File: src/rtl/pe_buffer_replay_reader_if.sv
// Handshake/bus bundle between the PE input buffer, the replay reader and the PE array.
// STALL_COUNT exists only when PE_REPLAY_STALL_CNT_EN is defined.
interface pe_buffer_replay_reader_if #(
    parameter int DATA_WIDTH  = 64,
    parameter int COUNT_WIDTH = 9,
    parameter int LEN_WIDTH   = 8,
    parameter int REP_WIDTH   = 8
);
    logic                   CFG_VALID;
    logic                   CFG_READY;
    logic [LEN_WIDTH-1:0]   CFG_LEN;
    logic [REP_WIDTH-1:0]   CFG_REPEAT;
    logic                   BUF_POP;
    logic                   BUF_SAVE_RD_ADDR;
    logic                   BUF_RESTORE_RD_ADDR;
    logic                   BUF_EMPTY;
    logic [COUNT_WIDTH-1:0] BUF_COUNT;
    logic [DATA_WIDTH-1:0]  BUF_DATA;
    logic [DATA_WIDTH-1:0]  PE_DATA;
    logic                   PE_LAST;
    logic                   PE_VALID;
    logic                   PE_READY;
    logic                   DONE;
    logic [1:0]             DBG_STATE;
`ifdef PE_REPLAY_STALL_CNT_EN
    logic [31:0]            STALL_COUNT;
`endif

    modport master (
        input  CFG_VALID, CFG_LEN, CFG_REPEAT, BUF_EMPTY, BUF_COUNT, BUF_DATA, PE_READY,
`ifdef PE_REPLAY_STALL_CNT_EN
        output STALL_COUNT,
`endif
        output CFG_READY, BUF_POP, BUF_SAVE_RD_ADDR, BUF_RESTORE_RD_ADDR,
        output PE_DATA, PE_LAST, PE_VALID, DONE, DBG_STATE
    );

    modport slave (
        output CFG_VALID, CFG_LEN, CFG_REPEAT, BUF_EMPTY, BUF_COUNT, BUF_DATA, PE_READY,
`ifdef PE_REPLAY_STALL_CNT_EN
        input  STALL_COUNT,
`endif
        input  CFG_READY, BUF_POP, BUF_SAVE_RD_ADDR, BUF_RESTORE_RD_ADDR,
        input  PE_DATA, PE_LAST, PE_VALID, DONE, DBG_STATE
    );
endinterface

File: src/rtl/pe_buffer_replay_reader.sv
// Replay reader for the PE input buffer: pops a CFG_LEN window, rewinds it CFG_REPEAT times.
// Optional PE_REPLAY_STALL_CNT_EN adds a saturating empty-buffer stall counter.
module pe_buffer_replay_reader #(
    parameter int DATA_WIDTH  = 64,
    parameter int COUNT_WIDTH = 9,
    parameter int LEN_WIDTH   = 8,
    parameter int REP_WIDTH   = 8
) (
    input logic CLK,
    input logic RESET,
    pe_buffer_replay_reader_if.master bus
);

    typedef enum logic [1:0] {
        IDLE   = 2'd0,
        RUN    = 2'd1,
        REWIND = 2'd2,
        DRAIN  = 2'd3
    } state_t;

    state_t                state_q, state_d;
    logic [LEN_WIDTH-1:0]  len_q, word_cnt_q;
    logic [REP_WIDTH-1:0]  rep_q, pass_cnt_q;
    logic                  zero_done_q;
    logic                  inflight_q, inflight_last_q;
    logic [1:0]            skid_occ_q;
    logic [DATA_WIDTH-1:0] skid_data_q [2];
    logic                  skid_last_q [2];

    logic       cfg_accept, cfg_zero, buf_has_data, room, pop;
    logic       word_last, pass_last, pe_valid, drain, drain_skid, in_write, drained;
    logic       save, restore;
    logic [1:0] occ_shift, occ_next;

    // PE stream: a word transfers on a cycle with PE_VALID && PE_READY; once PE_VALID
    // rises it stays high with PE_DATA/PE_LAST frozen until that transfer happens.
    assign pe_valid     = (skid_occ_q != 2'd0) || inflight_q;
    assign drain        = pe_valid && bus.PE_READY;
    assign drain_skid   = drain && (skid_occ_q != 2'd0);
    assign in_write     = inflight_q && !(drain && (skid_occ_q == 2'd0));
    assign occ_shift    = skid_occ_q - {1'b0, drain_skid};
    assign occ_next     = occ_shift + {1'b0, in_write};
    assign drained      = !inflight_q && (skid_occ_q == 2'd0);

    // The count cross-check keeps a stale empty flag from launching a pop into nothing.
    assign buf_has_data = !bus.BUF_EMPTY && (bus.BUF_COUNT != '0);
    assign room         = ({1'b0, skid_occ_q} + {2'b00, inflight_q}) < (3'd2 + {2'b00, drain});
    assign pop          = (state_q == RUN) && buf_has_data && room;
    assign word_last    = (word_cnt_q == len_q - LEN_WIDTH'(1));
    assign pass_last    = (pass_cnt_q == rep_q - REP_WIDTH'(1));
    assign save         = pop && (word_cnt_q == '0) && (pass_cnt_q == '0);
    assign cfg_accept   = (state_q == IDLE) && bus.CFG_VALID;
    assign cfg_zero     = (bus.CFG_LEN == '0) || (bus.CFG_REPEAT == '0);

    always_comb begin
        state_d = state_q;
        restore = 1'b0;
        case (state_q)
            IDLE:    if (cfg_accept && !cfg_zero) state_d = RUN;
            RUN:     if (pop && word_last) state_d = pass_last ? DRAIN : REWIND;
            REWIND: begin
                restore = 1'b1;
                state_d = RUN;
            end
            DRAIN:   if (drained) state_d = IDLE;
            default: state_d = IDLE;
        endcase
    end

    always_ff @(posedge CLK) begin
        if (RESET) begin
            state_q         <= IDLE;
            len_q           <= '0;
            rep_q           <= '0;
            word_cnt_q      <= '0;
            pass_cnt_q      <= '0;
            zero_done_q     <= 1'b0;
            inflight_q      <= 1'b0;
            inflight_last_q <= 1'b0;
        end else begin
            state_q         <= state_d;
            zero_done_q     <= cfg_accept && cfg_zero;
            inflight_q      <= pop;
            inflight_last_q <= pop && word_last;
            if (cfg_accept) begin
                len_q      <= bus.CFG_LEN;
                rep_q      <= bus.CFG_REPEAT;
                word_cnt_q <= '0;
                pass_cnt_q <= '0;
            end else if (state_q == REWIND) begin
                word_cnt_q <= '0;
                pass_cnt_q <= pass_cnt_q + REP_WIDTH'(1);
            end else if (pop && !word_last) begin
                word_cnt_q <= word_cnt_q + LEN_WIDTH'(1);
            end
        end
    end

    // Skid FIFO: head leaves on drain, the word returning from the buffer lands behind it.
    // A returning word consumed straight off BUF_DATA never enters the skid.
    always_ff @(posedge CLK) begin
        if (RESET) begin
            skid_occ_q     <= 2'd0;
            skid_data_q[0] <= '0;
            skid_data_q[1] <= '0;
            skid_last_q[0] <= 1'b0;
            skid_last_q[1] <= 1'b0;
        end else begin
            if (drain_skid) begin
                skid_data_q[0] <= skid_data_q[1];
                skid_last_q[0] <= skid_last_q[1];
            end
            if (in_write) begin
                if (occ_shift == 2'd0) begin
                    skid_data_q[0] <= bus.BUF_DATA;
                    skid_last_q[0] <= inflight_last_q;
                end else begin
                    skid_data_q[1] <= bus.BUF_DATA;
                    skid_last_q[1] <= inflight_last_q;
                end
            end
            skid_occ_q <= occ_next;
        end
    end

    assign bus.PE_VALID            = pe_valid;
    assign bus.PE_DATA             = (skid_occ_q != 2'd0) ? skid_data_q[0] :
                                     (inflight_q ? bus.BUF_DATA : '0);
    assign bus.PE_LAST             = (skid_occ_q != 2'd0) ? skid_last_q[0] :
                                     (inflight_q && inflight_last_q);
    assign bus.CFG_READY           = (state_q == IDLE);
    assign bus.BUF_POP             = pop;
    assign bus.BUF_SAVE_RD_ADDR    = save;
    assign bus.BUF_RESTORE_RD_ADDR = restore;
    assign bus.DONE                = ((state_q == DRAIN) && drained) || zero_done_q;
    assign bus.DBG_STATE           = state_q;

`ifdef PE_REPLAY_STALL_CNT_EN
    logic [31:0] stall_cnt_q;

    always_ff @(posedge CLK) begin
        if (RESET || cfg_accept) begin
            stall_cnt_q <= '0;
        end else if ((state_q == RUN) && !buf_has_data && room && (stall_cnt_q != 32'hFFFF_FFFF)) begin
            stall_cnt_q <= stall_cnt_q + 32'd1;
        end
    end

    assign bus.STALL_COUNT = stall_cnt_q;
`endif

endmodule

File: src/flat_wrapper.sv
// flat-port wrapper written by rule: the top's interface ports become plain ports
module pe_buffer_replay_reader_flat 
#(
    parameter int DATA_WIDTH  = 64,
    parameter int COUNT_WIDTH = 9,
    parameter int LEN_WIDTH   = 8,
    parameter int REP_WIDTH   = 8
)
  (CLK, RESET, bus_CFG_VALID, bus_CFG_LEN, bus_CFG_REPEAT, bus_BUF_EMPTY, bus_BUF_COUNT, bus_BUF_DATA, bus_PE_READY, bus_CFG_READY, bus_BUF_POP, bus_BUF_SAVE_RD_ADDR, bus_BUF_RESTORE_RD_ADDR, bus_PE_DATA, bus_PE_LAST, bus_PE_VALID, bus_DONE, bus_DBG_STATE);
  pe_buffer_replay_reader_if #(.DATA_WIDTH(DATA_WIDTH), .COUNT_WIDTH(COUNT_WIDTH), .LEN_WIDTH(LEN_WIDTH), .REP_WIDTH(REP_WIDTH)) bus_i ();
  input logic CLK;
  input logic RESET;
  input wire logic [$bits(bus_i.CFG_VALID)-1:0] bus_CFG_VALID;
  input wire logic [$bits(bus_i.CFG_LEN)-1:0] bus_CFG_LEN;
  input wire logic [$bits(bus_i.CFG_REPEAT)-1:0] bus_CFG_REPEAT;
  input wire logic [$bits(bus_i.BUF_EMPTY)-1:0] bus_BUF_EMPTY;
  input wire logic [$bits(bus_i.BUF_COUNT)-1:0] bus_BUF_COUNT;
  input wire logic [$bits(bus_i.BUF_DATA)-1:0] bus_BUF_DATA;
  input wire logic [$bits(bus_i.PE_READY)-1:0] bus_PE_READY;
  output wire logic [$bits(bus_i.CFG_READY)-1:0] bus_CFG_READY;
  output wire logic [$bits(bus_i.BUF_POP)-1:0] bus_BUF_POP;
  output wire logic [$bits(bus_i.BUF_SAVE_RD_ADDR)-1:0] bus_BUF_SAVE_RD_ADDR;
  output wire logic [$bits(bus_i.BUF_RESTORE_RD_ADDR)-1:0] bus_BUF_RESTORE_RD_ADDR;
  output wire logic [$bits(bus_i.PE_DATA)-1:0] bus_PE_DATA;
  output wire logic [$bits(bus_i.PE_LAST)-1:0] bus_PE_LAST;
  output wire logic [$bits(bus_i.PE_VALID)-1:0] bus_PE_VALID;
  output wire logic [$bits(bus_i.DONE)-1:0] bus_DONE;
  output wire logic [$bits(bus_i.DBG_STATE)-1:0] bus_DBG_STATE;
  assign bus_i.CFG_VALID = bus_CFG_VALID;
  assign bus_i.CFG_LEN = bus_CFG_LEN;
  assign bus_i.CFG_REPEAT = bus_CFG_REPEAT;
  assign bus_i.BUF_EMPTY = bus_BUF_EMPTY;
  assign bus_i.BUF_COUNT = bus_BUF_COUNT;
  assign bus_i.BUF_DATA = bus_BUF_DATA;
  assign bus_i.PE_READY = bus_PE_READY;
  assign bus_CFG_READY = bus_i.CFG_READY;
  assign bus_BUF_POP = bus_i.BUF_POP;
  assign bus_BUF_SAVE_RD_ADDR = bus_i.BUF_SAVE_RD_ADDR;
  assign bus_BUF_RESTORE_RD_ADDR = bus_i.BUF_RESTORE_RD_ADDR;
  assign bus_PE_DATA = bus_i.PE_DATA;
  assign bus_PE_LAST = bus_i.PE_LAST;
  assign bus_PE_VALID = bus_i.PE_VALID;
  assign bus_DONE = bus_i.DONE;
  assign bus_DBG_STATE = bus_i.DBG_STATE;
  pe_buffer_replay_reader #(.DATA_WIDTH(DATA_WIDTH), .COUNT_WIDTH(COUNT_WIDTH), .LEN_WIDTH(LEN_WIDTH), .REP_WIDTH(REP_WIDTH)) u_core (.CLK(CLK), .RESET(RESET), .bus(bus_i));
endmodule
File: config.mk
export PLATFORM = sky130hd
export DESIGN_NAME = pe_buffer_replay_reader_flat
export DESIGN_NICKNAME = d
export VERILOG_FILES = /design/src/rtl/pe_buffer_replay_reader_if.sv /design/src/rtl/pe_buffer_replay_reader.sv /design/src/flat_wrapper.sv
export SDC_FILE = /design/constraint.sdc
export NUM_CORES = 1
export LEC_CHECK = 0
export BUFFER_PORTS_ARGS = -buffer_cell sky130_fd_sc_hd__buf_2
export CAP_MARGIN = 20
export CELL_PAD_IN_SITES_DETAIL_PLACEMENT = 1
export CELL_PAD_IN_SITES_GLOBAL_PLACEMENT = 1
export CORE_MARGIN = 5
export CORE_UTILIZATION = 45
export DETAILED_ROUTE_END_ITERATION = 7
export PLACE_DENSITY_LB_ADDON = 0.05
export SETUP_SLACK_MARGIN = 0.5
export SLEW_MARGIN = 15
export SYNTH_ARGS = -nofsm -noshare
export SYNTH_HDL_FRONTEND = slang
export SYNTH_SLANG_ARGS = --single-unit
File: constraint.sdc
create_clock -name CLK -period 8.2 [get_ports CLK]
set_input_delay 1.64 -clock CLK [delete_from_list [all_inputs] [get_ports CLK]]
set_output_delay 1.64 -clock CLK [all_outputs]
set_load 0.01 [all_outputs]
==> run metrics, run 1 <==
worst-skew pair later-pin latency=420 ps; pwr dens=273 nW/um^2; root buffer cell=clkbuf_16; Setup CP Type=in2out; Sequential Area=4690 um^2; Max Buffers Root-to-Sink=2; P&R area growth vs syn=18.1%; layout cells sized above 1=20.6%; DR vias=7023; TritonCTS buffer count=17; Clock Skew=12.0 ps; most frequent CP cell=buf_2; clock power share=28.4%; DR WL/cell=17.7 um; Clock transition at path regs=70 ps; synthesized flop and latch total=169; Setup-failing EPs final=0; worst slew pin tran=905 ps; Synth Warn #=0; r2r startpoint=u_core.skid_occ_q[1]$_SDFF_PP0_; RSZ-0062 raised after global routing=false; Fill cells=2226; Post-synth EDFFs=130; first-pass GRT wire length=37600 um; fin util=53.7%; synthesized instance count=922; row count=50; initial antenna violation count=0; hold path startpoint=u_core.len_q[1]$_SDFFE_PP0P_; post-route ant nets=0; Gates resized, CTS repair=0; reg2reg end=u_core.skid_data_q[0][3]$_SDFFCE_PN0P_; Final Hold Viols=0; IO buf count=166; logic gate share of total power=29.7%; grt ovf=0; hold endpoint=u_core.len_q[1]$_SDFFE_PP0P_; register share of total power=41.9%; placer's final routability congestion estimate=0.775; die area=21700 um^2; CTS tree=yes; multi-input logic area=3500 um^2; Cell Count, Final, Fillers Out=1300; Lkg Pwr=3.98 nW; 1st-iter DRT viols=359; Cell Int Power=1.79 mW; Worst Path Max Fanout=7; htree depth=4; vias in the first global route=7284; Post-Syn Nets=1026; Seq/Total Area, Yosys=55.3%; drt first pass iters=4; Tmin final=4570 ps; overall routing resource usage=21.3%; largest net degree at the start of global routing=100; outcome=finished clean; total power=2.74 mW; worst reg2reg setup slack=4840 ps; Placeable Area=18600 um^2; Layout Nets=1157; Reg2Reg Depth=9; max-cap viol count=0; Residual DRC=0; Final Max Slew Viols=0; met3 wire len=1010 um; die height=147 um; worst hold stages=2; # diodes=0; final worst-path cycle share=55.7%; worst min-delay path class=reg2reg; CP Launch Type=input pin; slowest cell delay on critical path=510 ps; I/O pins=167; Syn Area/Cell=9.19 um^2; Async S/R FF share, synth=0%; Slew headroom=39.7%; M1 WL=10600 um; crit-path cells=buf_2, or4b_1, a31oi_2, nand2_2, nor2_1, buf_2; Clock Sinks=169; # Post-CTS Setup Buffers=0; setup TNS=0 ps; top layer reached by signal wires=met4; CP required=6560 ps; CP arrival=2930 ps; Hold WS=528 ps; via-per-instance ratio=5.40; CTS Hold Bufs=0; Switching Fraction=34.6%; Initial Util=45.4%; met2 routed WL=11200 um; Die X=147 um; switching pwr=0.946 mW; critical path endpoint category=output port; final WL=23000 um; placed cells=1267; fmax=0.219 GHz; DP HPWL=15200 um; Slowest-stage cell, CP=or4b_1; dominant synthesized flop cell=edfxtp_1; maximum vdd drop=0.199 mV; Synth Cell Area=8470 um^2; Synth cell types=56
==> cell families after synthesis <==
logic type | synth area share [%]
adders and majority gates | 1.48
AOI/OAI and AO/OA | 13.8
muxes | 0.354
xor gates and xnor gates | 2.69
and+or+nand+nor | 22.7
buffers and inverters | 3.69
DFF | 55.3
==> registers in the layout, indices dropped and copies added, names as in the netlist, 2 cells and up <==
signal                flops
u_core.skid_data_q      128
u_core.len_q              8
u_core.pass_cnt_q         8
u_core.rep_q              8
u_core.word_cnt_q         8
u_core.bus.DBG_STATE      2
u_core.skid_last_q        2
u_core.skid_occ_q         2
==> layout by cell type (no fill, tap or decap), types with 4 or more instances in the layout <==
cell	n
clkbuf_16	17
buf_2	166
ha_1	10
a22o_1	11
and3_1	7
and2_1	67
nor2_1	23
edfxtp_1	130
nand3_1	10
dfxtp_1	38
nand2_1	283
xnor2_1	17
nor4_1	7
inv_1	17
nand4_1	4
o21ai_0	78
buf_4	10
a21oi_1	79
xor2_1	9
nor3_1	8
==> synthesized netlist by cell type (all sizes together) (2+ instances only) <==
cell | number | area (um^2)
nor4 | 7 | 43.8
nor3 | 9 | 45.0
nor2b | 2 | 12.5
a2111o | 3 | 33.8
or2 | 4 | 25.0
a21oi | 80 | 400
nand2b | 3 | 18.8
clkbuf | 49 | 184
or4 | 2 | 15.0
a21o | 4 | 31.3
a31o | 2 | 17.5
nand2 | 284 | 1070
a31oi | 3 | 25.0
buf | 15 | 65.1
o31ai | 3 | 22.5
xnor2 | 17 | 149
a22o | 11 | 96.3
nor3b | 2 | 15.0
inv | 17 | 63.8
o22ai | 2 | 12.5
nand3 | 10 | 50.1
nor2 | 23 | 86.3
xor2 | 9 | 78.8
nand4 | 4 | 25.0
dfxtp | 39 | 781
or3 | 2 | 12.5
and3 | 7 | 43.8
edfxtp | 130 | 3900
mux2i | 3 | 30.0
o21bai | 2 | 15.0
nor4b | 2 | 17.5
and2 | 67 | 419
a211oi | 3 | 27.5
o21ai | 79 | 395
ha | 10 | 125
==> metrics by stage <==
| stage | worst slack [ps] | cell area (um^2) |
|---|---|---|
| 6_report | 3630 | 10000 |
| 2_1_floorplan | 3560 | 8470 |
| 4_1_cts | 3610 | 10000 |
| 3_5_place_dp | 3620 | 9440 |
| 3_3_place_gp | 3630 | 9440 |
| 5_1_grt | 3550 | 10000 |
==> power by group through the flow <==
stage          clock, mW  sequential (mW)  combinational, mW
2_1_floorplan          0             1.15              0.524
3_3_place_gp           0             1.16              0.815
3_5_place_dp           0             1.16              0.828
4_1_cts            0.793             1.15              0.831
5_1_grt            0.832             1.16              0.913
6_report           0.778             1.15              0.812
==> metal layers <==
metal	track usage, %	up-vias
met2	36.7	143
met1	28.2	3443
met4	4.89	0
li1	-	3420
met3	3.82	17
met5	0	-
==> worst max-delay path: cells and delay by family <==
kind                   cells  cell delay, ps
AND/OR/NAND/NOR            3             830
AO/OA/AOI/OAI              1             200
buffers and inverters      2             240
==> worst max path at each step <==
stage,slack [ps],end,from,cells past startpoint
2_1_floorplan,3560,u_core.skid_data_q[0][0]$_SDFFCE_PN0P_,bus_PE_READY,8
3_3_place_gp,3630,bus_BUF_SAVE_RD_ADDR,bus_BUF_EMPTY,6
3_5_place_dp,3620,bus_BUF_SAVE_RD_ADDR,bus_BUF_EMPTY,6
4_1_cts,3610,bus_BUF_SAVE_RD_ADDR,bus_BUF_EMPTY,6
5_1_grt,3550,bus_BUF_SAVE_RD_ADDR,bus_BUF_EMPTY,6
6_report,3630,bus_BUF_SAVE_RD_ADDR,bus_BUF_EMPTY,6
==> cell type report <==
type	instances	area share, %
clock buffer	20	4.36
tap	234	2.93
multi-input combinational	672	35.0
clock inverter	12	1.25
sequential	169	46.8
inverter	17	0.638
timing repair buffer	176	9.05
Note: power is estimated with default switching activity, not from simulation.
==> inputs of run 2 (changes only) <==
- ABC_AREA: not set -> 1
- CORE_UTILIZATION: 45 -> 38
- clock period: 8.2 -> 4.1 ns (I/O delays scaled with it)
==> run 2 against run 1 <==
Setup slack got worse by 2500 ps. Global-route usage fell by 3.6 points. First-iteration DRC count decreased by 0.84%. Wire length down 2.6%. Non-clock buffer count is 2 higher. Final cell count increased by 6.5%. Final area increased by 1.8%. Via count down 0.28%. Utilization is 7.3 points lower. Power is 45% higher. Highest routed layer unchanged.
==> run metrics, run 2 <==
grt peak-use layer=met2; DP HPWL=15500 um (+1.9%); Post-synth EDFFs=130 (unchanged); fmax=0.336 GHz; CP Launch Type=register; initial antenna violation count=0 (unchanged); GR Util met3=3.27% (-0.55 points); Final Hold Viols=0 (unchanged); Area contributors post-synth=edfxtp_1 (46%), dfxtp_1 (9.1%), nand2_1 (7.4%), o31ai_1 (5.7%), inv_1 (5.1%); CP arrival=2150 ps (-780 ps); Fill cells=2616 (+18%); Yosys top cell by area=edfxtp_1; die height=160 um (+8.6%); Layout Nets=1195 (+3.3%); max-cap viol count=0 (unchanged); Clock Skew=13.6 ps (+1.58 ps); outcome=finished clean; Max Buffers Root-to-Sink=2 (unchanged); Setup-failing EPs final=0 (unchanged); Initial Util=38.9% (-6.6 points); Slew headroom=45.9% (+6.2 points); worst slew pin tran=812 ps (-93.0 ps); crit-path cells=ha_1, ha_1, nor3_1, nand2_1, nor2_4, inv_1, nor4_1, buf_2; Clock transition at path regs=70 ps (about the same); post-route ant nets=0 (unchanged); worst min-delay path class=reg2reg; dominant synthesized flop cell=edfxtp_1; Tmin final=2970 ps; RSZ-0062 raised after global routing=false; Synth Warn #=0 (unchanged); Largest register FFs=128 (unchanged); placed cells=1351 (+6.6%); synthesized instance count=950 (+3.0%); Lkg Pwr=4.44 nW (+11%); Syn Area/Cell=8.99 um^2 (-2.2%); most common cell after layout, fill and taps aside=nand2_1; DR vias=7003 (-0.28%); first-pass GRT wire length=37100 um (-1.4%); pwr dens=389 nW/um^2 (+42%); 1st-iter DRT viols=356 (-0.84%); Slowest-stage cell, CP=dfxtp_1; worst-skew pair later-pin latency=430 ps (about the same); Gates resized, CTS repair=0 (unchanged); Die X=160 um (+8.6%); top-area cell type share of the netlist area=45.7% (-0.35 points); I/O pins=167 (unchanged); row count=54 (+8.0%); DR WL/cell=16.2 um (-8.5%); most frequent CP cell=ha_1; setup TNS=0 ps (unchanged); drt first pass iters=4 (unchanged); IO buf count=166 (unchanged); # Post-CTS Setup Buffers=0 (unchanged); largest net degree at the start of global routing=117 (+17%); commonest cells after routing, fill and taps aside=nand2_1 (167), buf_2 (166), edfxtp_1 (130); root buffer cell=clkbuf_16; TritonCTS buffer count=17 (unchanged); layout cells sized above 1=21.6% (+1.0 points); Placeable Area=22000 um^2 (+18%); htree depth=4 (unchanged); final WL=22400 um (-2.6%); synthesized flop and latch total=169 (unchanged); CP required=3280 ps (-3280 ps); die area=25600 um^2 (+18%); CTS tree=yes; Worst Path Max Fanout=5 (-2); critical path endpoint category=output port; Residual DRC=0 (unchanged); Synth cell types=39 (-30%); Synth Cell Area=8540 um^2 (+0.77%); final worst-path cycle share=72.6%; Clock Sinks=169 (unchanged); GR Layer Usage met1=22.1% (-6.1 points); Setup CP Type=reg2out; placer's final routability congestion estimate=0.786 (+1.5%); Final Max Slew Viols=0 (unchanged); via-per-instance ratio=5.06 (-6.3%); top-count cell post-synth=nand2_1; largest register by flop count=u_core.skid_data_q; slowest cell delay on critical path=350 ps (-160 ps); P&R area growth vs syn=19.3%; vias in the first global route=7259 (-0.34%); Cell Count, Final, Fillers Out=1384 (+6.5%); maximum vdd drop=0.273 mV (+37%); met2 Resource Use GR=31.9% (-4.8 points); Post-Syn Nets=1054 (+2.7%); Post-synth top cells=nand2_1 (168), edfxtp_1 (130), inv_1 (116); CTS Hold Bufs=0 (unchanged); grt ovf=0 (unchanged); overall routing resource usage=17.7% (-3.6 points); # diodes=0 (unchanged); Seq/Total Area, Yosys=54.9% (-0.42 points); Async S/R FF share, synth=0% (unchanged)
## run 2: critical path, delay by kind of cell (launching register included)
| family | cells | cell delay [ps] |
|---|---|---|
| adders and majority gates | 2 | 390 |
| buffers and inverters | 2 | 310 |
| DFF | 1 | 350 |
| and+or+nand+nor | 4 | 670 |
## run 2: area by class of cell
| class | count | area (um^2) | share of cell area (%) |
|---|---|---|---|
| Sequential cell | 169 | 4680 | 46.0 |
| Multi-Input combinational cell | 605 | 3140 | 30.8 |
| Timing Repair Buffer | 178 | 966 | 9.48 |
| Inverter | 120 | 455 | 4.47 |
| Clock buffer | 18 | 429 | 4.21 |
| Tap cell | 280 | 350 | 3.44 |
| Clock inverter | 14 | 161 | 1.58 |
## run 2: final timing paths
| kind | start | end | slack [ps] | cells past startpoint |
|---|---|---|---|---|
| setup reg to reg | u_core.inflight_q$_SDFF_PP0_ | u_core.skid_data_q[0][107]$_SDFFCE_PN0P_ | 1370 | 8 |
| hold reg to reg | u_core.rep_q[7]$_SDFFE_PP0P_ | u_core.rep_q[7]$_SDFFE_PP0P_ | 480 | 2 |
| setup / recovery | u_core.skid_occ_q[0]$_SDFF_PP0_ | bus_BUF_SAVE_RD_ADDR | 1130 | 8 |
| hold / removal | u_core.rep_q[7]$_SDFFE_PP0P_ | u_core.rep_q[7]$_SDFFE_PP0P_ | 480 | 2 |
## run 2: per-layer routing
metal	part of all wire (%)	wire length [um]
met3	2.9	638
met1	45	10100
met5	0	0
met4	0.95	212
met2	51	11400
## run 2: logic make-up (layout without fill, tap and decap cells)
group,count (synthesis),in the layout,synth area share (%)
buffers and inverters,176,330,8.82
xor gates and xnor gates,15,15,1.63
DFF,169,169,54.9
AOI/OAI and AO/OA,233,233,15.9
adders and majority gates,10,10,1.47
and+or+nand+nor,347,347,17.3
## run 2: power breakdown
part / internal [mW] / switching [mW] / total (mW)
clock network: 0.914 / 0.719 / 1.63
logic: 0.132 / 0.262 / 0.394
registers: 1.91 / 0.0263 / 1.93
total: 2.95 / 1.01 / 3.96
## run 2: metrics by stage
stage          utilization, %  power (mW)  cell area [um^2]  worst slack [ps]  hold WS [ps]
2_1_floorplan               -        2.22              8580              -992           435
3_3_place_gp             43.6        2.36              9570              1150           455
3_5_place_dp             43.6        2.37              9570              1100           461
4_1_cts                  46.3        4.02             10200               696           485
5_1_grt                  46.4        4.15             10200               937           510
6_report                 46.4        3.96             10200              1130           482
==> inputs of run 3 (changes only) <==
- ABC_AREA: 1 -> 0
- CORE_UTILIZATION: 38 -> 42
- clock period: 4.1 -> 3 ns (I/O delays scaled with it)
==> run 3 against run 2 <==
Non-clock buffer count is 42 higher. Setup slack worse by 870 ps. Combinational power grew to 9.2 times the previous value. Power is 130% higher. Clock-buffer cell count stayed put. Wire length is 23% higher. Via count is 6.3% higher. Critical path type unchanged.
==> run metrics, run 3 (synthesized netlist as in run 1, its figures left out) <==
largest register by flop count=u_core.skid_data_q; Placeable Area=20000 um^2 (-8.7%); Final Max Slew Viols=0 (unchanged); Tmin final=2740 ps; Die X=152 um (-4.9%); die area=23100 um^2 (-9.6%); RSZ-0062 raised after global routing=true; Slew headroom=40.9% (-5.0 points); first-pass GRT wire length=40400 um (+8.9%); CP Launch Type=register; Initial Util=42.3% (+3.4 points); Clock transition at path regs=70 ps (about the same); Hold WS=383 ps (-99.4 ps); final setup margin=259 ps (-866 ps); CP arrival=2140 ps (about the same); overall routing resource usage=21.3% (+3.6 points); setup TNS=0 ps (unchanged); I/O pins=167 (unchanged); CTS tree=yes; layout cells sized above 1=27.5% (+5.9 points); IO buf count=166 (unchanged); DR WL/cell=19.8 um (+23%); root buffer cell=clkbuf_16; DP HPWL=15300 um (-1.3%); initial antenna violation count=0 (unchanged); drt first pass iters=5 (+1); fin util=54.9% (+8.5 points); top layer reached by signal wires=met4; Max Buffers Root-to-Sink=2 (unchanged); TritonCTS buffer count=17 (unchanged); worst slew pin tran=885 ps (+73.2 ps); CP required=2400 ps (-880 ps); row count=52 (-3.7%); M1 WL=12200 um (+21%); Largest register FFs=128 (unchanged); pwr dens=819 nW/um^2 (+110%); via-per-instance ratio=5.39 (+6.5%); Clock Skew=9.40 ps (-4.23 ps); Residual DRC=0 (unchanged); Final Hold Viols=0 (unchanged); htree depth=4 (unchanged); DR vias=7444 (+6.3%); placer's final routability congestion estimate=0.777 (-1.1%); post-route ant nets=0 (unchanged); die height=152 um (-4.9%); worst min-delay path class=in2reg; worst-skew pair later-pin latency=420 ps (about the same); Lkg Pwr=4.44 nW (+0.14%); Clock Sinks=169 (unchanged); Setup CP Type=reg2out; most common cell after layout, fill and taps aside=nand2_1; Sequential Area=4690 um^2 (+0.13%); maximum vdd drop=0.455 mV (+67%); final WL=27400 um (+23%); commonest cells after routing, fill and taps aside=nand2_1 (268), buf_2 (163), edfxtp_1 (130); 1st-iter DRT viols=381 (+7.0%); met2 routed WL=13700 um (+20%); grt ovf=0 (unchanged); Setup-failing EPs final=0 (unchanged); met3 wire len=1170 um (+83%); critical path endpoint category=output port; vias in the first global route=7639 (+5.2%); outcome=finished clean; pre-CTS WS=424 ps (-675 ps); Layout Nets=1203 (+0.67%); P&R area growth vs syn=29.8%; Fill cells=2342 (-10%); # diodes=0 (unchanged); multi-input logic area=3730 um^2 (+19%); Worst Path Max Fanout=3 (-2); final worst-path cycle share=91.4%; max-cap viol count=0 (unchanged); fmax=0.365 GHz; largest net degree at the start of global routing=66 (-44%); total power=9.00 mW (+130%)
run 3: cell count changes in the layout (fill, tap and decap cells not counted), moves of 20 or more:
cell / before / now
nand2_1: 167 / 268
inv_1: 113 / 15
nor2_1: 98 / 22
and2_1: 0 / 67
o31ai_1: 65 / 3
nand3_1: 43 / 10
buf_4: 9 / 29
run 3: critical path, stage by stage, from the launching register on:
cell and delay [ps]:
dfxtp_4 360, ha_4 160, ha_4 150, or4b_4 490, a31oi_4 180, nand2_2 100
nor2_2 130, buf_2 150
run 3: power by group:
part | switching (mW) | total (mW) | internal (mW)
Combinational | 2.19 | 3.64 | 1.45
Clock | 0.967 | 2.21 | 1.25
Sequential | 0.155 | 3.15 | 3.00
run 3: layout make-up:
class	instances	share of cell area, %
tap	270	3.07
clock buffer	18	3.90
multi-input combinational	674	33.9
clock inverter	14	1.46
inverter	17	0.580
sequential	169	42.7
timing repair buffer	220	14.4
run 3: metrics by stage:
step / cell area, um^2 / instances
final: 11000 / 1382
after global routing: 11000 / 1382
after CTS: 10600 / 1362
after detailed placement: 9690 / 1313
after global placement: 9690 / 1313
after floorplan: 8510 / 922
run 3: path summary, 6_finish.rpt:
kind	start	end	slack [ps]	cells past startpoint
worst max register to register	u_core.inflight_q$_SDFF_PP0_	u_core.word_cnt_q[4]$_SDFFE_PP0P_	330	12
worst max-delay path	u_core.inflight_q$_SDFF_PP0_	bus_BUF_SAVE_RD_ADDR	260	7
worst min-delay path	bus_CFG_REPEAT[1]	u_core.rep_q[1]$_SDFFE_PP0P_	380	3
worst min register to register	u_core.rep_q[1]$_SDFFE_PP0P_	u_core.rep_q[1]$_SDFFE_PP0P_	520	2
run 3: metal layers:
metal / track usage [%] / vias to the layer above
met4: 4.58 / 0
met2: 37.0 / 178
li1: - / 3539
met3: 4.29 / 24
met1: 27.6 / 3703
met5: 0 / -
run 3: repair_timing:
| action | CTS | global route |
|---|---|---|
| buffers inserted | 13 | 10 |
| setup endpoints to repair | 150 | 286 |
| pin swaps | 9 | 15 |
| gates resized for setup | 21 | 91 |
| cloned | 4 | 10 |
| hold buffers | 0 | 0 |
| hold endpoints to repair | 0 | 0 |
